## src/rtl/usbfs_rx_txn_decoder_pkg.sv

```systemverilog
// Shared constants for the USB full-speed receive transaction decoder:
// PID values, PID groups, transaction-type encoding and FSM state encoding.
package usbfs_rx_txn_decoder_pkg;

  // PID values (4-bit PID field, check nibble already stripped)
  localparam logic [3:0] PID_OUT   = 4'b0001;
  localparam logic [3:0] PID_IN    = 4'b1001;
  localparam logic [3:0] PID_SOF   = 4'b0101;
  localparam logic [3:0] PID_SETUP = 4'b1101;
  localparam logic [3:0] PID_DATA0 = 4'b0011;
  localparam logic [3:0] PID_DATA1 = 4'b1011;

  // PID group is encoded in the two LSBs
  localparam logic [1:0] PID_GRP_TOKEN = 2'b01;
  localparam logic [1:0] PID_GRP_DATA  = 2'b11;

  // Transaction type carried on o_txn_isSetup
  localparam logic TXN_SETUP = 1'b1;
  localparam logic TXN_OUT   = 1'b0;

  typedef enum logic [0:0] {
    ST_IDLE      = 1'b0,
    ST_WAIT_DATA = 1'b1
  } rx_state_e;

  function automatic logic is_token_pid(input logic [3:0] pid);
    return pid[1:0] == PID_GRP_TOKEN;
  endfunction

  // DATA0 / DATA1 only (DATA2 and MDATA are high-speed PIDs)
  function automatic logic is_data01_pid(input logic [3:0] pid);
    return (pid[1:0] == PID_GRP_DATA) && !pid[2];
  endfunction

endpackage

```

## src/rtl/usbfs_rx_txn_decoder_data_toggle.sv

```systemverilog
// usbfs_data_toggle: per-endpoint DATA0/DATA1 sequence bits.
// Ports: i_clk_48MHz/i_rst clock and sync reset; i_endp selects the endpoint
// for both read and update; i_set_data1 forces DATA1 (after SETUP);
// i_flip toggles (accepted OUT); o_expect_data1_c is the combinational
// expected toggle of i_endp (1 = DATA1).
module usbfs_data_toggle
  import usbfs_rx_txn_decoder_pkg::*;
#(
  parameter int unsigned N_ENDP = 2
) (
  input  logic       i_clk_48MHz,
  input  logic       i_rst,
  input  logic [3:0] i_endp,
  input  logic       i_set_data1,
  input  logic       i_flip,
  output logic       o_expect_data1_c
);

  logic [N_ENDP-1:0] toggle_q;
  logic [N_ENDP-1:0] toggle_d;

  // Read and update the selected endpoint; SETUP wins over flip
  always_comb begin
    toggle_d         = toggle_q;
    o_expect_data1_c = 1'b0;
    for (int unsigned e = 0; e < N_ENDP; e++) begin
      if (i_endp == 4'(e)) begin
        o_expect_data1_c = toggle_q[e];
        if (i_set_data1) begin
          toggle_d[e] = 1'b1;
        end else if (i_flip) begin
          toggle_d[e] = ~toggle_q[e];
        end
      end
    end
  end

  always_ff @(posedge i_clk_48MHz) begin
    if (i_rst) begin
      toggle_q <= '0;
    end else begin
      toggle_q <= toggle_d;
    end
  end

endmodule

```

## src/rtl/usbfs_rx_txn_decoder.sv

```systemverilog
// usbfs_rx_txn_decoder: turns received full-speed packets into transactions.
// Filters tokens by address/endpoint, pairs SETUP/OUT with the following
// DATA packet, checks DATA0/DATA1 sequencing and buffers one transaction.
// Inputs : receiver packet outputs (i_eop, i_pid, flags, i_addr, i_endp,
//          i_lastData, i_lastData_nBytes), i_devAddr, i_txn_ready.
// Outputs: o_txn_* buffered transaction (valid/ready), o_hs_req/o_hs_ack
//          handshake request, o_in_req/o_in_endp, o_sof/o_frameNumber,
//          o_overrun. All outputs registered.
// Optional: USBFS_RX_TXN_STATS_EN adds saturating error counters
//          o_errCrc, o_errTimeout, o_errDup.
module usbfs_rx_txn_decoder
  import usbfs_rx_txn_decoder_pkg::*;
#(
  parameter int unsigned MAX_PKT      = 8,
  parameter int unsigned N_ENDP       = 2,
  parameter int unsigned DATA_TIMEOUT = 72
) (
  input  logic                          i_clk_48MHz,
  input  logic                          i_rst,
  input  logic [6:0]                    i_devAddr,
  input  logic                          i_eop,
  input  logic [3:0]                    i_pid,
  input  logic                          i_pidOkay,
  input  logic                          i_tokenOkay,
  input  logic                          i_dataOkay,
  input  logic [6:0]                    i_addr,
  input  logic [3:0]                    i_endp,
  input  logic [8*MAX_PKT-1:0]          i_lastData,
  input  logic [$clog2(MAX_PKT):0]      i_lastData_nBytes,
  output logic                          o_txn_valid,
  input  logic                          i_txn_ready,
  output logic                          o_txn_isSetup,
  output logic [3:0]                    o_txn_endp,
  output logic [8*MAX_PKT-1:0]          o_txn_data,
  output logic [$clog2(MAX_PKT):0]      o_txn_nBytes,
  output logic                          o_hs_req,
  output logic                          o_hs_ack,
  output logic                          o_in_req,
  output logic [3:0]                    o_in_endp,
  output logic                          o_sof,
  output logic [10:0]                   o_frameNumber,
`ifdef USBFS_RX_TXN_STATS_EN
  output logic [7:0]                    o_errCrc,
  output logic [7:0]                    o_errTimeout,
  output logic [7:0]                    o_errDup,
`endif
  output logic                          o_overrun
);

  localparam int unsigned NB_W  = $clog2(MAX_PKT) + 1;
  localparam int unsigned DW    = 8 * MAX_PKT;
  localparam int unsigned TMR_W = $clog2(DATA_TIMEOUT + 1);

  rx_state_e         state_q, state_d;
  logic [TMR_W-1:0]  timer_q, timer_d;
  logic              pend_setup_q, pend_setup_d;
  logic [3:0]        pend_endp_q, pend_endp_d;
  logic              hs_req_q, hs_req_d, hs_ack_q, hs_ack_d;
  logic              in_req_q, in_req_d, sof_q, sof_d, overrun_q, overrun_d;
  logic [3:0]        in_endp_q, in_endp_d;
  logic [10:0]       frame_q, frame_d;
  logic              txn_valid_q, txn_valid_d, txn_setup_q, txn_setup_d;
  logic [3:0]        txn_endp_q, txn_endp_d;
  logic [DW-1:0]     txn_data_q, txn_data_d;
  logic [NB_W-1:0]   txn_nbytes_q, txn_nbytes_d;

  logic tok_match, tok_start, data_eop, eval_tok, data_good, timeout;
  logic buf_busy, pid_is_d1, expect_d1;
  logic hs_fire, hs_ack, load, ovr, set_d1, flip;

  usbfs_data_toggle #(.N_ENDP(N_ENDP)) u_toggle (
    .i_clk_48MHz      (i_clk_48MHz),
    .i_rst            (i_rst),
    .i_endp           (pend_endp_q),
    .i_set_data1      (set_d1),
    .i_flip           (flip),
    .o_expect_data1_c (expect_d1)
  );

  // Packet classification; a non-data PID in WAIT_DATA is treated as a token
  always_comb begin
    tok_match = is_token_pid(i_pid) && i_pidOkay && i_tokenOkay &&
                (i_addr == i_devAddr) && ({1'b0, i_endp} < 5'(N_ENDP));
    data_eop  = i_eop && (state_q == ST_WAIT_DATA) && is_data01_pid(i_pid);
    eval_tok  = i_eop && !data_eop;
    tok_start = eval_tok && tok_match && ((i_pid == PID_SETUP) || (i_pid == PID_OUT));
    data_good = i_pidOkay && i_dataOkay && (i_lastData_nBytes <= NB_W'(MAX_PKT));
    timeout   = (state_q == ST_WAIT_DATA) && !i_eop && (timer_q == TMR_W'(DATA_TIMEOUT - 1));
    buf_busy  = txn_valid_q && !i_txn_ready;
    pid_is_d1 = (i_pid == PID_DATA1);
  end

  // Data-stage evaluation: handshake, buffer load and toggle update
  always_comb begin
    hs_fire = 1'b0;
    hs_ack  = 1'b0;
    load    = 1'b0;
    ovr     = 1'b0;
    set_d1  = 1'b0;
    flip    = 1'b0;
    if (data_eop && data_good) begin
      if (pend_setup_q == TXN_SETUP) begin
        if (!pid_is_d1) begin
          hs_fire = 1'b1;
          hs_ack  = 1'b1;
          load    = 1'b1;
          set_d1  = 1'b1;
          ovr     = buf_busy;
        end
      end else if (pid_is_d1 != expect_d1) begin
        // retransmission of data already accepted
        hs_fire = 1'b1;
        hs_ack  = 1'b1;
      end else if (buf_busy) begin
        hs_fire = 1'b1;
      end else begin
        hs_fire = 1'b1;
        hs_ack  = 1'b1;
        load    = 1'b1;
        flip    = 1'b1;
      end
    end
  end

  // Next-state logic
  always_comb begin
    state_d = state_q;
    unique case (state_q)
      ST_IDLE: begin
        if (tok_start) state_d = ST_WAIT_DATA;
      end
      ST_WAIT_DATA: begin
        if (tok_start) begin
          state_d = ST_WAIT_DATA;
        end else if (i_eop || timeout) begin
          state_d = ST_IDLE;
        end
      end
      default: state_d = ST_IDLE;
    endcase
  end

  // Register next values for outputs, pending token and timer
  always_comb begin
    timer_d      = timer_q;
    pend_setup_d = pend_setup_q;
    pend_endp_d  = pend_endp_q;
    in_endp_d    = in_endp_q;
    frame_d      = frame_q;
    txn_setup_d  = txn_setup_q;
    txn_endp_d   = txn_endp_q;
    txn_data_d   = txn_data_q;
    txn_nbytes_d = txn_nbytes_q;
    txn_valid_d  = txn_valid_q && !i_txn_ready;
    hs_req_d     = hs_fire;
    hs_ack_d     = hs_ack;
    overrun_d    = ovr;
    in_req_d     = eval_tok && tok_match && (i_pid == PID_IN);
    sof_d        = eval_tok && (i_pid == PID_SOF) && i_pidOkay && i_tokenOkay;

    if (tok_start) begin
      timer_d      = '0;
      pend_setup_d = (i_pid == PID_SETUP) ? TXN_SETUP : TXN_OUT;
      pend_endp_d  = i_endp;
    end else if (state_q == ST_WAIT_DATA) begin
      timer_d = timer_q + TMR_W'(1);
    end
    if (in_req_d) in_endp_d = i_endp;
    if (sof_d)    frame_d   = {i_endp, i_addr};
    if (load) begin
      txn_valid_d  = 1'b1;
      txn_setup_d  = pend_setup_q;
      txn_endp_d   = pend_endp_q;
      txn_data_d   = i_lastData;
      txn_nbytes_d = i_lastData_nBytes;
    end
  end

  // State register
  always_ff @(posedge i_clk_48MHz) begin
    if (i_rst) state_q <= ST_IDLE;
    else       state_q <= state_d;
  end

  always_ff @(posedge i_clk_48MHz) begin
    if (i_rst) begin
      timer_q      <= '0;
      pend_setup_q <= 1'b0;
      pend_endp_q  <= '0;
      hs_req_q     <= 1'b0;
      hs_ack_q     <= 1'b0;
      in_req_q     <= 1'b0;
      in_endp_q    <= '0;
      sof_q        <= 1'b0;
      frame_q      <= '0;
      overrun_q    <= 1'b0;
      txn_valid_q  <= 1'b0;
      txn_setup_q  <= 1'b0;
      txn_endp_q   <= '0;
      txn_data_q   <= '0;
      txn_nbytes_q <= '0;
    end else begin
      timer_q      <= timer_d;
      pend_setup_q <= pend_setup_d;
      pend_endp_q  <= pend_endp_d;
      hs_req_q     <= hs_req_d;
      hs_ack_q     <= hs_ack_d;
      in_req_q     <= in_req_d;
      in_endp_q    <= in_endp_d;
      sof_q        <= sof_d;
      frame_q      <= frame_d;
      overrun_q    <= overrun_d;
      txn_valid_q  <= txn_valid_d;
      txn_setup_q  <= txn_setup_d;
      txn_endp_q   <= txn_endp_d;
      txn_data_q   <= txn_data_d;
      txn_nbytes_q <= txn_nbytes_d;
    end
  end

`ifdef USBFS_RX_TXN_STATS_EN
  logic [7:0] err_crc_q, err_crc_d, err_to_q, err_to_d, err_dup_q, err_dup_d;
  logic       crc_bad;

  // Saturating error counters; a duplicate is an ACK without a load
  always_comb begin
    crc_bad   = i_eop && (!i_pidOkay || (is_token_pid(i_pid) && !i_tokenOkay) ||
                          ((i_pid[1:0] == PID_GRP_DATA) && !i_dataOkay));
    err_crc_d = err_crc_q;
    err_to_d  = err_to_q;
    err_dup_d = err_dup_q;
    if (crc_bad && (err_crc_q != 8'hFF))                 err_crc_d = err_crc_q + 8'd1;
    if (timeout && (err_to_q != 8'hFF))                  err_to_d  = err_to_q + 8'd1;
    if (hs_ack && !load && (err_dup_q != 8'hFF))         err_dup_d = err_dup_q + 8'd1;
  end

  always_ff @(posedge i_clk_48MHz) begin
    if (i_rst) begin
      err_crc_q <= '0;
      err_to_q  <= '0;
      err_dup_q <= '0;
    end else begin
      err_crc_q <= err_crc_d;
      err_to_q  <= err_to_d;
      err_dup_q <= err_dup_d;
    end
  end

  assign o_errCrc     = err_crc_q;
  assign o_errTimeout = err_to_q;
  assign o_errDup     = err_dup_q;
`endif

  assign o_txn_valid   = txn_valid_q;
  assign o_txn_isSetup = txn_setup_q;
  assign o_txn_endp    = txn_endp_q;
  assign o_txn_data    = txn_data_q;
  assign o_txn_nBytes  = txn_nbytes_q;
  assign o_hs_req      = hs_req_q;
  assign o_hs_ack      = hs_ack_q;
  assign o_in_req      = in_req_q;
  assign o_in_endp     = in_endp_q;
  assign o_sof         = sof_q;
  assign o_frameNumber = frame_q;
  assign o_overrun     = overrun_q;

endmodule

```

## config.mk

```make
export PLATFORM = sky130hd
export DESIGN_NAME = usbfs_rx_txn_decoder
export DESIGN_NICKNAME = d
export VERILOG_FILES = /design/src/rtl/usbfs_rx_txn_decoder_pkg.sv /design/src/rtl/usbfs_rx_txn_decoder_data_toggle.sv /design/src/rtl/usbfs_rx_txn_decoder.sv
export SDC_FILE = /design/constraint.sdc
export NUM_CORES = 1
export LEC_CHECK = 0
export CAP_MARGIN = 5
export CORE_MARGIN = 8
export CORE_UTILIZATION = 39
export DETAILED_ROUTE_END_ITERATION = 8
export PLACE_DENSITY = 0.81
export SLEW_MARGIN = 20
export SYNTH_ARGS = -nofsm -noshare
export SYNTH_HDL_FRONTEND = slang
export SYNTH_SLANG_ARGS = --single-unit
```

## constraint.sdc

```tcl
create_clock -name i_clk_48MHz -period 1.7 [get_ports i_clk_48MHz]
set_input_delay 0.255 -clock i_clk_48MHz [delete_from_list [all_inputs] [get_ports i_clk_48MHz]]
set_output_delay 0.255 -clock i_clk_48MHz [all_outputs]
set_load 0.02 [all_outputs]
```

-- Word level (Yosys, flattened, before mapping)
Cells that the tools add are included.
- output and inout bits: 94
- flip-flop bits (word level): 109
- input port bits: 97
- eq/ne operators: 11
- reduce and logical (&&, ||, !) cells: 33
- $lt $le $gt $ge: 2
- bitwise logic cells: 5
- multiplexer cells: 24
- $add $sub $neg: 1
- operator list (kind ; number):
    $mux W1 ; 23
    $logic_and A1 B1 Y1 ; 20
    $eq A4 B4 Y1 const B ; 3
    $eq A4 B1 Y1 const B ; 2
    $add A7 B1 Y7 const B ; 1
    $eq A7 B7 Y1 ; 1
    $eq A7 B7 Y1 const B ; 1
    $not A1 Y1 ; 5
    $eq A4 B3 Y1 const B ; 1
    $le A4 B4 Y1 const B ; 1
    $logic_not A1 Y1 ; 4
    $logic_not A4 Y1 ; 1
    $lt A4 B2 Y1 const B ; 1
    $reduce_and A2 Y1 ; 2
    $reduce_or A2 Y1 ; 2
    $reduce_or A4 Y1 ; 1
    $eq A2 B1 Y1 const B ; 1
    $eq A2 B2 Y1 const B ; 1
    $logic_or A1 B1 Y1 ; 2
    $pmux W1 S2 ; 1
    $reduce_bool A2 Y1 ; 1
    $ne A1 B1 Y1 ; 1

-- Logic depth before layout (Yosys ltp)
Gate-level depths: netlist of the first run.
- depth after elaboration: 9
- depth in mapped cells: 9

-- By module
Synthesis of the first run repeated with hierarchy kept, for this count alone.
- cell total of the unflattened synthesis: 477
- area total of the unflattened synthesis: 5283.8 um^2
- by module, submodules not included (module ; area an instance (um^2) ; times used ; cells an instance ; seq. area each (um^2)):
    usbfs_rx_txn_decoder ; 5149.9 ; 1 ; 466 ; 2142.1
    usbfs_data_toggle ; 133.9 ; 1 ; 11 ; 40.0

-- Worst setup path before layout of the first run
No wires, ideal clock.
- path kind: register -> register
- start: register pend_endp_q[1]
- end: register txn_data_q[58], in the netlist o_txn_data[58]
- path buffers: 2
- data arrival time: 1.771 ns
- slack: -0.142 ns
- library setup time: 0.072 ns
- required time: 1.628 ns
- stages on the path, launching flop included: 8
- cell sequence: dfxtp_1 > or3_4 > o21a_1 > o2111a_2 > nor2_4 > buf_12 > buf_8 > mux2i_1
- longest elaborated chain between the ends: 7
- ends and longest elaborated chain (what ; RTL line ; text):
    from (decl) ; usbfs_rx_txn_decoder.sv:57 ; logic [3:0] pend_endp_q, pend_endp_d;
    from (signal assigned) ; usbfs_rx_txn_decoder.sv:205 ; pend_endp_q <= pend_endp_d;
    $logic_not A4 Y1 ; usbfs_rx_txn_decoder_data_toggle.sv:27 ; if (i_endp == 4'(e)) begin
    $mux W1 ; usbfs_rx_txn_decoder_data_toggle.sv:27 ;
    $mux W1 (*) ; usbfs_rx_txn_decoder_data_toggle.sv:27 ;
    $ne A1 B1 Y1 (*) ; usbfs_rx_txn_decoder.sv:110 ; end else if (pid_is_d1 != expect_d1) begin
    $mux W1 (*) ; usbfs_rx_txn_decoder.sv:110 ;
    $mux W1 (*) ; usbfs_rx_txn_decoder.sv:102 ; if (pend_setup_q == TXN_SETUP) begin
    $mux W1 (*) ; usbfs_rx_txn_decoder.sv:101 ; if (data_eop && data_good) begin
    to (signal assigned) ; usbfs_rx_txn_decoder.sv:216 ; txn_data_q <= txn_data_d;
    to (decl) ; usbfs_rx_txn_decoder.sv:64 ; logic [DW-1:0] txn_data_q, txn_data_d;
Mark *: on every way between the ends. The rest lies on a longest branch, timed or not.
A chain may end at the register's enable or synchronous reset.

-- Worst setup path after layout of the first run
- start: register pend_endp_q[2]
- end: register txn_endp_q[2], in the netlist o_txn_endp[2]
- longest elaborated chain between the ends: 7
- ends and longest elaborated chain (what ; RTL line ; text):
    $logic_not A4 Y1 ; usbfs_rx_txn_decoder_data_toggle.sv:27 ;
    $mux W1 (2 in a row) ; usbfs_rx_txn_decoder_data_toggle.sv:27 ;
    $ne A1 B1 Y1 ; usbfs_rx_txn_decoder.sv:110 ;
    $mux W1 ; usbfs_rx_txn_decoder.sv:110 ;
    $mux W1 ; usbfs_rx_txn_decoder.sv:102 ;
    $mux W1 ; usbfs_rx_txn_decoder.sv:101 ;
    to (signal assigned) ; usbfs_rx_txn_decoder.sv:215 ; txn_endp_q <= txn_endp_d;
    to (decl) ; usbfs_rx_txn_decoder.sv:63 ; logic [3:0] txn_endp_q, txn_endp_d;
Several ways; a longest one is shown, not always the timed one.

==> out/results.ini, run 1 <==
[run_status]
violations = setup timing
status = finished with violations

[layout]
fillCellCount = 990
syn2layout_area_growth_pct = 55.1
final_common_cell = clkdlybuf4s50_1
final_core_util_pct = 62.2
postLayoutCellArea_um2 = 7500
final_layout_size_suffix_gt1_share_pct = 9.90
antenna_cells = 0
nets = 781
layout_common_cells = clkdlybuf4s50_1, nand2b_1, dfxtp_1

[sta]
finalHoldViolCount = 0
finalCritPeriodShare_pct = 115
max_freq_ghz = 0.511
worst_clock_skew_ps = 8.85
slew_headroom_pct = 72.8
setup_violations = 76
finalWorstSetupSlack_ps = -257
min_period_ps = 1960
rsz0062_at_grt = yes
slew_violations = 0
worstMarginPinSlew_ps = 408

[worst_setup_path]
critPathMaxFanout = 7
reg2reg_to = o_txn_endp[2]
required_ps = 1960
cp-end-kind = flop
r2r_slack_ps = -260
rr_worst_depth = 6
critical_path_class = reg -> reg
critPathArrivalTime_ps = 2220
startpoint = pend_endp_q[2]
worstReg2RegStart = pend_endp_q[2]
start_kind = flop
crit_path_end = o_txn_endp[2]

[grt]
grt_usage_pct = 15.9
grt_pass1_wl_um = 20700
grt_pass1_vias = 4183
gr-total-overflow = 0
grt_max_degree = 76
antenna_found_initial = 0

[yosys]
synth_seq_area_share_pct = 45.1
syn_area_per_cell_um2 = 10.2
netlist_instances = 473
synth_area_um2 = 4840
yosys-top-cells-area = dfxtp_1, nand2b_1, mux2i_1
syn-num-nets = 571
yosys_warnings = 0
yosysTopAreaCellShare_pct = 45.1
yosys.area.top_type = dfxtp_1
synth_seq_cells = 109
ys_types = 42

[floorplan]
row_count = 40
core_area_um2 = 12100
die_h_um = 127
ios = 191
initial_core_util_pct = 40.1
fp.dieArea_um2 = 16200
fp.dieW_um = 127

[power]
pwr-share-clk_pct = 41.0
switching_power_mw = 1.03
power_frac_seq_pct = 50.0
internal_power_mw = 4.08
vdd_ir_drop_max_v = 0.000735
leakagePower_nw = 3.16
cellPowerDensity_nw_per_um2 = 681
switching_share_pct = 20.1
pwr-share-comb_pct = 9.0

[detailed_routing]
avgViaCountPerCell = 4.63
drt_pass1_iterations = 4
ant_nets = 0
drt_iter0_markers = 160
routed_wl_um = 13300
drc = 0
num_vias = 3961
wl_per_cell_um = 15.6

[cts]
clk_latency_ps = 350
clkSinkCount = 109
numCtsBuffers = 9
ctsHtreeMaxLevel = 3
cts_tree = done
cts-root-buf = clkbuf_16
cts_max_path_buffers = 2
clk_pin_slew_worst_paths_ps = 70
ctsHoldBuffers = 0

[worst_hold_path]
hold_path_class = in -> reg

[job]
drv_cap = 0

[placement]
pre_cts_ws_ps = -538
place_area_um2 = 7040
dp_hpwl_um = 9980
routabilityCongestion = 0.800
port_buffers = 190

layer usage:
| metal | wire length [µm] | track usage, % | vias to the layer above |
|---|---|---|---|
| met1 | 5540 | 16.9 | 1849 |
| met5 | 0 | 0 | - |
| met4 | 246 | 4.55 | 0 |
| met2 | 6710 | 28.7 | 115 |
| met3 | 850 | 5.99 | 18 |
| li1 | - | - | 1979 |
power by group through the flow:
stage               sequential [mW]  clock, mW  combinational, mW
global placement               2.61          0              0.448
global route                   2.55       2.28              0.493
CTS                            2.55       2.19              0.461
floorplan                      2.61          0              0.161
detailed placement             2.61          0              0.457
finish                         2.55       2.09              0.461
stage by stage:
| stage | std cells | power (mW) | hold WS [ps] | TNS (ps) |
|---|---|---|---|---|
| floorplan | 473 | 2.77 | 402 | -7270 |
| global placement | 831 | 3.06 | 453 | -37600 |
| detailed placement | 831 | 3.07 | 463 | -41170 |
| CTS | 851 | 5.20 | 303 | -14820 |
| global route | 855 | 5.33 | 326 | -21240 |
| finish | 855 | 5.11 | 332 | -14330 |
worst min path at each step:
stage                               from                    to  cells past startpoint
floorplan                      i_addr[0]      o_frameNumber[0]                      2
global placement    u_toggle.toggle_q[0]  u_toggle.toggle_q[0]                      2
detailed placement  u_toggle.toggle_q[0]  u_toggle.toggle_q[0]                      2
CTS                                i_rst              o_in_req                      2
global route                       i_rst              o_in_req                      2
finish                             i_rst              o_in_req                      2
logic make-up after synthesis:
group           share of synthesized area, %
mux                                     17.4
simple gates                            26.5
fa+ha+maj                              0.259
flops                                   45.1
compound gates                          2.92
buf+inv                                 5.25
xor+xnor                                2.53
registers in the layout, summed over array words and instances, names as in the netlist, 2 cells and up:
signal and count:
o_frameNumber 11, o_in_endp 4, o_txn_data 64, o_txn_endp 4, o_txn_nBytes 4, pend_endp_q 4
timer_q 7, u_toggle.toggle_q 2
cells in the mapped netlist:
cell      instances
nor3b_1           6
nand4_1           6
nor4bb_1          1
and3_1            5
nand3_1           1
a21o_1            1
clkbuf_1         20
o31a_1            1
a211oi_1          1
nand3b_1          3
a31oi_1           1
and4b_1           1
o21ai_0           2
dfxtp_1         109
buf_2             2
nor2_4            1
mux2i_1          84
buf_1             1
nand2b_1        142
xnor2_1           9
o31ai_1           1
o21a_1            1
or3_4             1
buf_4             1
nor4_1            1
o41ai_2           1
a311o_1           1
buf_8             1
or4b_1            3
nand4b_1          1
and4_1            1
inv_1             6
nor2_1           26
ha_1              1
o2111a_2          1
nor2b_1           2
xor2_1            5
buf_12            6
nand2_1           6
o31ai_2           3
nor3_1            5
a21oi_1           2
layout make-up:
class	count	area [µm²]	share of cell area (%)
Multi-Input combinational cell	327	2440	32.5
Timing Repair Buffer	230	2360	31.4
Sequential cell	109	2180	29.1
Clock buffer	14	264	3.52
Tap cell	168	210	2.80
Clock inverter	1	30.0	0.400
Inverter	6	22.5	0.300
worst max-delay path, stage by stage (launching register included):
cell	delay (ps)
dfxtp_1	310
or3_4	400
o21a_1	190
o2111a_2	280
buf_6	140
or4b_4	480
o31ai_2	70
what timing repair did:
action / in CTS / in global routing
endpoints found under the setup margin: 76 / 88
cloned: 1 / 2
setup buffers: 4 / 2
resized for setup: 6 / 7
pin swaps: 2 / 3
(Power assumes the default switching activity.)
==> inputs of run 2 (changes only) <==
--- a/config.mk
+++ b/config.mk
@@ -7,10 +7,10 @@
 export LEC_CHECK = 0
 export CAP_MARGIN = 5
 export CORE_MARGIN = 8
-export CORE_UTILIZATION = 39
+export CORE_UTILIZATION = 30
 export DETAILED_ROUTE_END_ITERATION = 8
-export PLACE_DENSITY = 0.81
-export SLEW_MARGIN = 20
+export PLACE_DENSITY = 0.66
+export SLEW_MARGIN = 15
 export SYNTH_ARGS = -nofsm -noshare
 export SYNTH_HDL_FRONTEND = slang
 export SYNTH_SLANG_ARGS = --single-unit
==> run 2 against run 1 <==
  * The run still ends with setup timing left
  * Hold slack lost 59 ps
  * Combinational power grew 2%
  * Sequential cell count is the same
  * Cell count grew 5.7%
  * First-iteration DRC count grew 11%
  * Utilization shrank 14 points
  * Critical path type unchanged
==> out/results.ini, run 2 (synthesis gave the netlist of run 1 again) <==
[run_status]
status = finished with violations
violations = setup timing

[power]
leakagePower_nw = 3.23  ; +2.2%
finalPower_mw = 5.46  ; +6.8%
cellPowerDensity_nw_per_um2 = 713  ; +4.7%
vdd_ir_drop_max_v = 0.000434  ; -41%

[worst_setup_path]
required_ps = 1960  ; about the same
max_stage_delay_ps = 390  ; -90 ps
critPathMaxFanout = 15  ; +8
path_cells = or3_4 > o21a_1 > o2111a_2 > nor2_4 > buf_12 > buf_16 > mux2i_1
cp-end-kind = flop
critPathArrivalTime_ps = 2280  ; +60 ps
critical_path_class = reg -> reg
start_kind = flop
critPathSlowestCell = or3_4

[sta]
worstMarginPinSlew_ps = 546  ; +138 ps
slew_headroom_pct = 63.6  ; -9.2 points
finalHoldViolCount = 0  ; unchanged
worst_clock_skew_ps = 5.00  ; -3.86 ps
max_freq_ghz = 0.496  ; -2.9%
finalSetupTns_ps = -18870  ; -4540 ps
min_period_ps = 2020  ; +59.4 ps
slew_violations = 0  ; unchanged
finalCritPeriodShare_pct = 119  ; +3.5 points
setup_violations = 75  ; -1.3%
finalWorstSetupSlack_ps = -316  ; -59.4 ps
rsz0062_at_grt = yes

[detailed_routing]
num_vias = 3937  ; -0.61%
wl_per_cell_um = 15.2  ; -2.3%
drt_iter0_markers = 177  ; +11%
avgViaCountPerCell = 4.36  ; -6.0%
ant_nets = 0  ; unchanged
drc = 0  ; unchanged
routed_wl_um = 13800  ; +3.3%
drt_pass1_iterations = 4  ; unchanged

[worst_hold_path]
hold_path_class = in -> reg

[cts]
clk_latency_ps = 340  ; about the same
ctsHtreeMaxLevel = 3  ; unchanged
cts_max_path_buffers = 2  ; unchanged
numCtsBuffers = 9  ; unchanged
clkSinkCount = 109  ; unchanged
ctsHoldBuffers = 0  ; unchanged
clk_pin_slew_worst_paths_ps = 70  ; about the same
cts-root-buf = clkbuf_16
cts_tree = done

[layout]
final_layout_size_suffix_gt1_share_pct = 11.2  ; +1.3 points
antenna_cells = 0  ; unchanged
final_common_cell = clkdlybuf4s50_1
instances_no_fill = 904  ; +5.7%
final_core_util_pct = 48.4  ; -14 points
nets = 781  ; unchanged
layout_common_cells = clkdlybuf4s50_1, nand2b_1, dfxtp_1
syn2layout_area_growth_pct = 58.2
largest_reg_flops = 64  ; unchanged
postLayoutCellArea_um2 = 7650  ; +2.0%

[floorplan]
row_count = 46  ; +15%
initial_core_util_pct = 30.6  ; -9.5 points
ios = 191  ; unchanged
fp.dieArea_um2 = 20400  ; +26%
core_area_um2 = 15800  ; +31%
die_h_um = 143  ; +12%
fp.dieW_um = 143  ; +12%

[placement]
dp.cells = 879  ; +5.8%
routabilityCongestion = 0.762  ; -4.8%
dp_hpwl_um = 10100  ; +1.3%
place_area_um2 = 7060  ; +0.32%
port_buffers = 190  ; unchanged

[grt]
grt_pass1_wl_um = 21300  ; +2.6%
grt_pass1_vias = 4223  ; +0.96%
grt_usage_pct = 13.0  ; -2.9 points
grt_max_degree = 83  ; +9.2%
antenna_found_initial = 0  ; unchanged
gr-total-overflow = 0  ; unchanged

[job]
drv_cap = 0  ; unchanged

-- run 2: path summary, 6_finish.rpt --
check | cells after the start | startpoint | to | slack (ps)
worst max-delay path | 7 | pend_endp_q[1] | o_txn_nBytes[1] | -320
worst min-delay path | 3 | i_lastData_nBytes[0] | o_txn_nBytes[0] | 270
worst max register to register | 7 | pend_endp_q[1] | o_txn_nBytes[1] | -320
worst min register to register | 2 | o_txn_data[17] | o_txn_data[17] | 470
-- run 2: stage by stage --
step	setup WS, ps	hold slack (ps)
2_1_floorplan	-125	402
3_3_place_gp	-636	460
3_5_place_dp	-647	465
4_1_cts	-323	371
5_1_grt	-374	251
6_report	-316	274
-- run 2: cell type report --
class                      instances  area (µm²)
clock buffer                      10         239
clock inverter                     6         109
fill                            1472        8170
inverter                           6        22.5
multi-input combinational        327        2490
sequential                       109        2180
tap                              216         270
timing repair buffer             230        2340
-- run 2: layer usage --
| layer | GRT usage, % | vias to the layer above | share of wire [%] |
|---|---|---|---|
| met5 | 0 | - | 0 |
| met2 | 23.1 | 101 | 50 |
| met3 | 3.47 | 16 | 5.5 |
| li1 | - | 1988 | - |
| met4 | 5.15 | 0 | 1.7 |
| met1 | 14.5 | 1832 | 43 |
-- run 2: report_power, final --
group          total [mW]  internal, mW  switching (mW)
clock network        2.43          1.48           0.953
logic               0.469         0.311           0.158
registers            2.55          2.55        0.000568
total                5.46          4.34            1.11
-- run 2: worst max-delay path: cells and delay by family, from the launching register on --
family / cells / cell delay (ps)
AO/OA/AOI/OAI: 2 / 510
buffers and inverters: 2 / 330
flip-flops: 1 / 310
multiplexers: 1 / 230
AND/OR/NAND/NOR: 2 / 530
-- run 2: what timing repair did --
| action | in CTS | in global routing |
|---|---|---|
| cloned | 0 | 3 |
| setup endpoints to repair | 77 | 93 |
| setup buffers | 3 | 3 |
| pin swaps | 1 | 6 |
| resized for setup | 6 | 21 |
